File: src/rtl/gpio_pwm_pkg.sv
// Shared types and register map for the gpio_pwm_out driver.
// Holds the channel mode enum, the CHCFG word layout and address constants.
package gpio_pwm_pkg;

  typedef enum logic [1:0] {
    STATIC    = 2'd0,
    PWM       = 2'd1,
    BLINK     = 2'd2,
    PWM_BLINK = 2'd3
  } mode_t;

  // Bit-exact image of the 32-bit CHCFG register word.
  typedef struct packed {
    logic [15:0] half;
    logic [7:0]  duty;
    logic [3:0]  rsv;
    logic        level;
    logic        invert;
    mode_t       mode;
  } chcfg_t;

  localparam int ADDR_CTRL     = 0;
  localparam int ADDR_PRESCALE = 1;
  localparam int ADDR_CHBASE   = 2;

  // Bits of CHCFG that are stored; everything else reads back as 0.
  function automatic logic [31:0] chcfg_mask(input int cnt_w);
    logic [31:0] m;
    m = 32'hFFFF_000F;
    for (int i = 0; i < 8; i++) begin
      if (i < cnt_w) m[8+i] = 1'b1;
    end
    return m;
  endfunction

endpackage

File: src/rtl/gpio_pwm_chan.sv
// One output channel: blink counter, blink phase and mode mux.
// Ports: clk, reset, en_i, tick_i, clr_i, cfg fields, pwm_cnt_i -> raw_o.
module gpio_pwm_chan
  import gpio_pwm_pkg::*;
#(
  parameter int CNT_W = 8
) (
  input  logic             clk,
  input  logic             reset,
  input  logic             en_i,
  input  logic             tick_i,
  input  logic             clr_i,
  input  mode_t            mode_i,
  input  logic             level_i,
  input  logic [CNT_W-1:0] duty_i,
  input  logic [15:0]      half_i,
  input  logic [CNT_W-1:0] pwm_cnt_i,
  output logic             raw_o
);

  logic [15:0] blk_q, blk_d;
  logic        ph_q, ph_d;
  logic        pwm_raw;

  // Disabled channels park at count 0, phase 1 so re-enable restarts cleanly.
  always_comb begin
    blk_d = blk_q;
    ph_d  = ph_q;
    if (!en_i || clr_i) begin
      blk_d = '0;
      ph_d  = 1'b1;
    end else if (tick_i) begin
      if (half_i == 16'd0) begin
        blk_d = '0;
        ph_d  = 1'b1;
      end else if (blk_q == half_i - 16'd1) begin
        blk_d = '0;
        ph_d  = ~ph_q;
      end else begin
        blk_d = blk_q + 16'd1;
      end
    end
  end

  always_ff @(posedge clk) begin
    if (reset) begin
      blk_q <= '0;
      ph_q  <= 1'b1;
    end else begin
      blk_q <= blk_d;
      ph_q  <= ph_d;
    end
  end

  assign pwm_raw = (pwm_cnt_i < duty_i);

  always_comb begin
    raw_o = 1'b0;
    unique case (mode_i)
      STATIC:    raw_o = level_i;
      PWM:       raw_o = pwm_raw;
      BLINK:     raw_o = ph_q;
      PWM_BLINK: raw_o = pwm_raw & ph_q;
    endcase
  end

endmodule

File: src/rtl/gpio_pwm_out.sv
// NCHAN-channel LED/PMOD driver: static, PWM, blink, PWM-gated-by-blink.
// Ports: clk, reset, reg_* word register port, dout pin outputs.
// Option: GPIO_PWM_SYNC_UPDATE_EN shadows CHCFG until the next PWM wrap.
module gpio_pwm_out
  import gpio_pwm_pkg::*;
#(
  parameter int NCHAN  = 24,
  parameter int CNT_W  = 8,
  parameter int PRE_W  = 16,
  parameter int ADDR_W = 6
) (
  input  logic              clk,
  input  logic              reset,
  input  logic              reg_wr_en,
  input  logic              reg_rd_en,
  input  logic [ADDR_W-1:0] reg_addr,
  input  logic [31:0]       reg_wdata,
  output logic [31:0]       reg_rdata,
  output logic              reg_rd_valid,
  output logic [NCHAN-1:0]  dout
);

  localparam logic [31:0] CFG_MASK = chcfg_mask(CNT_W);

  logic             en_q;
  logic [PRE_W-1:0] pre_q;
  logic [PRE_W-1:0] pre_cnt_q, pre_cnt_d;
  logic [CNT_W-1:0] pwm_cnt_q, pwm_cnt_d;
  logic [NCHAN-1:0] dout_q, dout_d;
  logic [31:0]      rdata_q, rdata_d;
  logic             rvld_q;

  chcfg_t           cfg_q  [NCHAN];
  chcfg_t           rd_cfg [NCHAN];
  chcfg_t           new_cfg;
  logic [NCHAN-1:0] ch_hit, ch_wr, cfg_clr, raw;
  logic             wr_ctrl, wr_pre, tick, wrap;

  assign wr_ctrl = reg_wr_en
                 & (reg_addr == ADDR_W'(ADDR_CTRL));
  assign wr_pre  = reg_wr_en
                 & (reg_addr == ADDR_W'(ADDR_PRESCALE));
  assign new_cfg = chcfg_t'(reg_wdata & CFG_MASK);

  for (genvar c = 0; c < NCHAN; c++) begin : g_hit
    assign ch_hit[c] = (reg_addr == ADDR_W'(ADDR_CHBASE + c));
    assign ch_wr[c]  = reg_wr_en & ch_hit[c];
  end

  // Tick is the last cycle of a prescaler period; wrap is the
  // tick on which pwm_cnt rolls over to 0.
  assign tick = en_q & (pre_cnt_q == pre_q);
  assign wrap = tick & (pwm_cnt_q == {CNT_W{1'b1}});

  always_comb begin
    pre_cnt_d = pre_cnt_q + PRE_W'(1);
    if (!en_q || wr_pre || tick) pre_cnt_d = '0;
    pwm_cnt_d = pwm_cnt_q;
    if (!en_q)     pwm_cnt_d = '0;
    else if (tick) pwm_cnt_d = pwm_cnt_q + CNT_W'(1);
  end

`ifdef GPIO_PWM_SYNC_UPDATE_EN
  chcfg_t           shd_q [NCHAN];
  logic [NCHAN-1:0] dirty_q;

  // While disabled the write bypasses straight to the active set.
  always_ff @(posedge clk) begin
    if (reset) begin
      for (int c = 0; c < NCHAN; c++) begin
        shd_q[c] <= '0;
        cfg_q[c] <= '0;
      end
      dirty_q <= '0;
    end else begin
      for (int c = 0; c < NCHAN; c++) begin
        if (ch_wr[c]) shd_q[c] <= new_cfg;
        if (!en_q)
          cfg_q[c] <= ch_wr[c] ? new_cfg : shd_q[c];
        else if (wrap)
          cfg_q[c] <= shd_q[c];
        if (ch_wr[c])
          dirty_q[c] <= 1'b1;
        else if (!en_q || wrap)
          dirty_q[c] <= 1'b0;
      end
    end
  end

  assign cfg_clr = {NCHAN{wrap}} & dirty_q;
  assign rd_cfg  = shd_q;
`else
  always_ff @(posedge clk) begin
    if (reset) begin
      for (int c = 0; c < NCHAN; c++) cfg_q[c] <= '0;
    end else begin
      for (int c = 0; c < NCHAN; c++) begin
        if (ch_wr[c]) cfg_q[c] <= new_cfg;
      end
    end
  end

  assign cfg_clr = ch_wr;
  assign rd_cfg  = cfg_q;
`endif

  for (genvar c = 0; c < NCHAN; c++) begin : g_ch
    gpio_pwm_chan #(
      .CNT_W(CNT_W)
    ) u_chan (
      .clk      (clk),
      .reset    (reset),
      .en_i     (en_q),
      .tick_i   (tick),
      .clr_i    (cfg_clr[c]),
      .mode_i   (cfg_q[c].mode),
      .level_i  (cfg_q[c].level),
      .duty_i   (cfg_q[c].duty[CNT_W-1:0]),
      .half_i   (cfg_q[c].half),
      .pwm_cnt_i(pwm_cnt_q),
      .raw_o    (raw[c])
    );
    assign dout_d[c] = en_q & (raw[c] ^ cfg_q[c].invert);
  end

  always_comb begin
    rdata_d = '0;
    if (reg_addr == ADDR_W'(ADDR_CTRL))
      rdata_d[0] = en_q;
    else if (reg_addr == ADDR_W'(ADDR_PRESCALE))
      rdata_d = 32'(pre_q);
    for (int c = 0; c < NCHAN; c++) begin
      if (ch_hit[c]) rdata_d = rd_cfg[c];
    end
  end

  always_ff @(posedge clk) begin
    if (reset) begin
      en_q      <= 1'b0;
      pre_q     <= '0;
      pre_cnt_q <= '0;
      pwm_cnt_q <= '0;
      dout_q    <= '0;
      rdata_q   <= '0;
      rvld_q    <= 1'b0;
    end else begin
      if (wr_ctrl) en_q <= reg_wdata[0];
      if (wr_pre)  pre_q <= reg_wdata[PRE_W-1:0];
      pre_cnt_q <= pre_cnt_d;
      pwm_cnt_q <= pwm_cnt_d;
      dout_q    <= dout_d;
      rvld_q    <= reg_rd_en;
      if (reg_rd_en) rdata_q <= rdata_d;
    end
  end

  assign dout         = dout_q;
  assign reg_rdata    = rdata_q;
  assign reg_rd_valid = rvld_q;

endmodule
File: config.mk
export PLATFORM = sky130hd
export DESIGN_NAME = gpio_pwm_out
export DESIGN_NICKNAME = d
export VERILOG_FILES = /design/src/rtl/gpio_pwm_pkg.sv /design/src/rtl/gpio_pwm_chan.sv /design/src/rtl/gpio_pwm_out.sv
export SDC_FILE = /design/constraint.sdc
export NUM_CORES = 2
export LEC_CHECK = 0
export BUFFER_PORTS_ARGS = -buffer_cell sky130_fd_sc_hd__buf_4
export CAP_MARGIN = 20
export CORE_UTILIZATION = 49
export DETAILED_ROUTE_END_ITERATION = 16
export GPL_TIMING_DRIVEN = 0
export PLACE_DENSITY = 0.75
export SYNTH_ARGS = -nofsm -noshare
export SYNTH_HDL_FRONTEND = slang
export SYNTH_SLANG_ARGS = --single-unit
File: constraint.sdc
create_clock -name clk -period 4.2 [get_ports clk]
set_input_delay 0.21 -clock clk [delete_from_list [all_inputs] [get_ports clk]]
set_output_delay 0.21 -clock clk [all_outputs]
set_load 0.05 [all_outputs]
======== After elaboration in Yosys (flattened, before gate mapping) ========
Index checks and enable logic that the tools add are counted.
word-level totals
  input port bits ......................... 42
  register bits ........................... 1178
  output and inout bits ................... 57
  logic and storage cells ................. 792
operators by class
  bitwise logic cells ..................... 124
  mux-type cells .......................... 147
  reductions and logical operators ........ 150
  add/sub/neg operators ................... 50
  equal/unequal tests ..................... 122
  magnitude comparators ................... 24
operators by type and width
  kind                                                number
  two-way mux 16 bit                                  49
  two-way mux 32 bit                                  24
  adder 16 x 1 -> 16 bit, second input constant       25
  == test 16 bit                                      25
  logical NOT 16 bit                                  24
  subtractor 16 x 1 -> 16 bit, second input constant  24
  less-than comparator 8 bit                          24
  == test 2 bit, second input constant                48
  one-hot mux 1 bit (4 select lines)                  24
  AND 1 bit                                           75
  == test 6 x 5 -> 1 bit, second input constant       10
  OR reduction 2 bit                                  26
  two-way mux 1 bit                                   49
  == test 2 x 1 -> 1 bit, second input constant       24
  == test 6 x 4 -> 1 bit, second input constant       8
  logical NOT 2 bit                                   24
  AND reduction 2 bit                                 24
  nonzero test 2 bit                                  24
  two-way mux 31 bit                                  1
  logical OR 1 bit                                    26
  inverter 1 bit                                      25
  == test 6 x 3 -> 1 bit, second input constant       4
  bitwise XOR 1 bit                                   24
  == test 6 x 2 -> 1 bit, second input constant       2
  other kinds (4)                                     4

======== Longest topological paths before layout ========
  depth in word-level cells ............... 27
  gate-level depth with buffers ........... 13
  gate-level depth less buffers ........... 10

======== Hierarchy ========
Synthesis repeated with hierarchy kept, for this count alone.
unflattened totals
  cell total of the unflattened synthesis .. 9691
  area, all modules ....................... 74234.9 µm²
modules (own cells, without submodules)
  module                              cells an instance  sequential area each (µm²)  times used  area each (µm²)
  gpio_pwm_chan (g_ch[0].u_chan ...)  220                340.3                       22          1695.4
  gpio_pwm_out                        4467               15414.8                     1           33711.1
  gpio_pwm_chan (g_ch[8].u_chan ...)  192                340.3                       2           1612.8

======== Worst setup path before layout ========
OpenSTA, ideal clock, no wires.
  path type ............................... reg-to-reg
  start ................................... register cfg_q[530] in the netlist's numbering
  end ..................................... register g_ch[7].u_chan.blk_q[10]
  path buffers ............................ 2
  clock period less this slack ............ 3204 ps
  required time ........................... 4069 ps
  arrival time ............................ 3072 ps
  cell stages (with the launch flop) ...... 11
  setup slack ............................. 996 ps
  library setup time ...................... 131 ps
  cells stage by stage .................... dfxtp_1 clkbuf_1 nor4_1 nand3_1 xnor2_1 mux2_2 o22a_1 nand4b_1 a21oi_1 clkbuf_1 nor3_1
on the way
  longest elaborated chain between the ends .. 4
  elaborated cells between the ends (all ways) .. 5
  classes of those cells .................. add/sub (1); eq/ne (1); mux (2); reduce/logical (1)
RTL lines
  element                          line                 text
  start, declared                  gpio_pwm_out.sv:33   chcfg_t cfg_q [NCHAN];
  start signal, assigned by index  gpio_pwm_out.sv:98   if (ch_wr[c]) cfg_q[c] <= new_cfg;
  subtractor 16 x 1 -> 16 bit      gpio_pwm_chan.sv:36  end else if (blk_q == half_i - 16'd1) begin
  == test 16 bit                   gpio_pwm_chan.sv:36
  two-way mux 16 bit               gpio_pwm_chan.sv:36
  two-way mux 16 bit (*)           gpio_pwm_chan.sv:33  if (half_i == 16'd0) begin
  end signal, assigned             gpio_pwm_chan.sv:50  blk_q <= blk_d;
  end, declared                    gpio_pwm_chan.sv:21  logic [15:0] blk_q, blk_d;
Every way passes the cells marked *; elsewhere a longest branch is shown, timed or not.
A chain may end at the register's enable or synchronous reset.

======== Worst setup path after layout ========
  start ................................... input port reg_addr[1]
  end ..................................... register rdata_q[12], in the netlist reg_rdata[12]
on the way
  longest elaborated chain between the ends .. 27
  elaborated cells between the ends (all ways) .. 52
  classes of those cells .................. eq/ne (25); mux (26); reduce/logical (1)
RTL lines
  element                            line                 text
  start, declared                    gpio_pwm_out.sv:16   input logic [ADDR_W-1:0] reg_addr,
  == test 6 x 1 -> 1 bit             gpio_pwm_out.sv:130  else if (reg_addr == ADDR_W'(ADDR_PRESCALE))
  two-way mux 16 bit                 gpio_pwm_out.sv:130
  two-way mux 31 bit                 gpio_pwm_out.sv:128  if (reg_addr == ADDR_W'(ADDR_CTRL))
  two-way mux 32 bit (23 in series)  gpio_pwm_out.sv:133  if (ch_hit[c]) rdata_d = rd_cfg[c];
  two-way mux 32 bit (*)             gpio_pwm_out.sv:133
  end signal, assigned               gpio_pwm_out.sv:153  if (reg_rd_en) rdata_q <= rdata_d;
  end, declared                      gpio_pwm_out.sv:30   logic [31:0] rdata_q, rdata_d;
Marked as above.

==> qor.csv <==
stage;metric;value;unit
status;status;finished with violations;
status;violations;setup timing;
routing;num_vias;77195;
setup_path;crit_required;4950;ps
routing;wl_per_cell;30.1;microns
floorplan;io_pins;99;
floorplan;die-area;145000;sq um
timing;fin_skew;37.2;ps
setup_path;crit_buf_inv;5;
synth;synth_ff_type;dfxtp_1;
clock_tree;cts_sinks;1178;
timing;hold_violations;0;
synth;synth_area;70100;sq um
synth;ys_seq_elements;1178;
global_route;grt_pass1_wl;493000;microns
setup_path;crit_family;compound AO/OA/AOI/OAI gates;
timing;max_freq;0.216;GHz
timing;max_slew.worst_pin.slew;1440;ps
routing;viasPerCell;6.59;
synth;ys_seq_area_share;33.6;%
hold_path;hold_class;in2reg;
global_route;grt_max_degree;28;
synth;avgSynthCellArea;7.49;sq um
clock_tree;cts_made_buffers;137;
timing;layout_min_cycle_time;4630;ps
clock_tree;ctsHtreeMaxLevel;4;
power_and_ir_drop;peakVddDrop;0.343;mV
global_route;track_usage;46.8;%
run;cap_violations;0;
setup_path;critPathMaxStageDelay;690;ps
layout;fin_cells;11715;
floorplan;die_x;380;microns
routing;drt_iter0_drc;11949;
synth;syn-num-nets;9648;
layout;final_common_cell;nand2_1;
layout;area_growth;13.7;%
routing;wl;352000;microns
global_route;overflow;0;
global_route;grt_pass1_vias;68839;
timing;finalSetupViolations;132;
setup_path;worst_path_max_delay_cell;a221oi_2;
clock_tree;cts_tree;done;
timing;slew_violations;0;
routing;final_antenna_net_count;0;
floorplan;placementRows;138;
setup_path;cp.arrival;5380;ps
timing;fin_tns_setup;-9640;ps
placed_design;numPortBuffers;85;
layout;drive_above_1_share;6.46;%
setup_path;crit_chain;buf_4 > clkbuf_1 > clkbuf_2 > clkdlybuf4s15_2 > clkdlybuf4s15_2 > nor2_1 > o22ai_1 > a22oi_1 > nand2_1 > o21ai_0 > a221oi_2 > o22ai_1 > a31oi_1;
layout;mostFrequentLayoutCells;1,837 x nand2_1, 1,171 x dfxtp_1, 964 x a21oi_1, 724 x nor2_1, 554 x clkbuf_1;
timing;fin_ws;-428;ps
power_and_ir_drop;powerDensity;322;nW/um^2
layout;nNetsFinal;9973;
global_route;antenna_found_initial;42;
synth;synthDistinctLibCells;96;
synth;synth_cells;9364;
setup_path;cp-end-kind;flop;
clock_tree;cts_buffer_depth;3;
timing;finalCritPeriodShare;110;%
setup_path;cp_max_fo;10;
setup_path;cp-start-kind;primary input;
synth;synth_edf_count;0;
clock_tree;insertion_delay;830;ps
layout;seqCellArea;23600;sq um
routing;drc;0;
floorplan;die_h;380;microns
synth;synthArstFlopShare;0;%
power_and_ir_drop;totalPowerFinal;25700;uW
layout;final.fill_count;13071;
power_and_ir_drop;p_leak;0.0274;uW
placed_design;place_inst;11397;
placed_design;globalplace.congestion;1.12;
placed_design;dpl.hpwl;267000;microns
placed_design;dpl_worst_slack;-1820;ps
setup_path;path_class;in2reg;
routing;dr.pass1.iters;7;
clock_tree;root_buffer;clkbuf_16;
clock_tree;clkSlewWorstSetupHoldPaths;60;ps
timing;max-slew-margin-rel;3.58;%
synth;synth_warnings;0;
floorplan;start_util;49.5;%
layout;multi_input_area;42900;sq um
floorplan;core;142000;sq um
## state kept, by name, summed over array words and instances, names as in the netlist
register,count
pre_q,16
dout,24
g_ch.u_chan.blk_q,384
pre_cnt_q,16
reg_rdata,32
pwm_cnt_q,8
g_ch.u_chan.ph_q,24
cfg_q,672
reg_rd_valid,1
en_q,1
## per-stage QoR
stage / instance area, sq um / utilization (%) / hold WS [ps]
after floorplan: 70100 / - / 346
after global placement: 73100 / 51.6 / 442
after detailed placement: 74200 / 52.3 / 446
after CTS: 79400 / 56.0 / 161
after global routing: 79700 / 56.2 / 226
final: 79800 / 56.3 / 194
## worst paths after layout
path / startpoint / to / slack, ps / depth (start not counted)
worst min register to register: cfg_q[527]$_SDFFE_PP0P_ / cfg_q[527]$_SDFFE_PP0P_ / 450 / 2
worst max-delay path: reg_addr[1] / reg_rdata[12]$_SDFFE_PP0P_ / -430 / 13
worst max register to register: pre_q[3]$_SDFFE_PP0P_ / g_ch[16].u_chan.blk_q[1]$_SDFFE_PP0P_ / -150 / 15
worst min-delay path: reg_wdata[6] / pre_q[6]$_SDFFE_PP0P_ / 190 / 4
## cells in the mapped netlist (all sizes together) (56+ instances only)
cell type	number	area share [%]
nand2	1839	9.8
dfxtp	1178	34
a21oi	968	6.9
nor2	734	4.0
clkbuf	586	3.1
xnor2	462	5.8
xor2	374	4.7
inv	330	1.8
nor3	275	2.0
nand3	252	1.8
ha	242	4.3
o21ai	241	1.7
nand4	186	1.7
and3	113	1.0
nor4	110	1.0
mux2i	98	1.4
buf	93	0.62
a31oi	84	0.75
or4	75	0.81
nand2b	62	0.55
a21o	60	0.64
o211ai	56	0.60
## cell type report
type                    count  area share, %
flip-flops and latches   1178           29.6
multi-input cells        7177           53.8
clock inverters            61          0.819
plain buffers             670           3.50
well taps                1890           2.97
repair buffers            195           2.77
clock buffers             188           4.98
inverters                 330           1.55
diodes                     26         0.0816
## routing by layer
metal | routed length, microns | up-vias | share of wire [%] | track usage (%)
met1 | 132000 | 36761 | 37 | 60.0
met4 | 29500 | 24 | 8.4 | 32.3
met5 | 151 | - | 0.043 | 0.0331
li1 | - | 33289 | - | -
met3 | 53900 | 1349 | 15 | 17.5
met2 | 137000 | 5772 | 39 | 64.5
## repair_timing
item	CTS	global route
setup endpoints to repair	391	189
pin swaps	2	2
hold endpoints to repair	141	0
resized for setup	52	46
hold buffers	35	0
setup buffers	2	1
## power breakdown
group | internal, uW | switching [uW] | total (uW)
logic | 436 | 1370 | 1800
registers | 11200 | 72.1 | 11300
clock network | 7120 | 5500 | 12600
total | 18800 | 6940 | 25700
## cells by family (layout without fill, tap and decap cells)
logic type      after synthesis  after routing  synth area share, %
mux                         145            145                 2.39
buf+inv                    1009           1444                 5.53
compound gates             1946           1946                 17.1
other cells                   0             26                    0
xor+xnor                    837            837                 10.5
flops                      1178           1178                 33.6
simple gates               4007           4007                 26.6
fa+ha+maj                   242            242                 4.32
## worst min-delay path: stages
cell           delay [ps]
dlygate4sd3_1         530
buf_4                 100
nand2_1                40
a21oi_1               110
No activity file was read; power rests on OpenSTA's default activity.
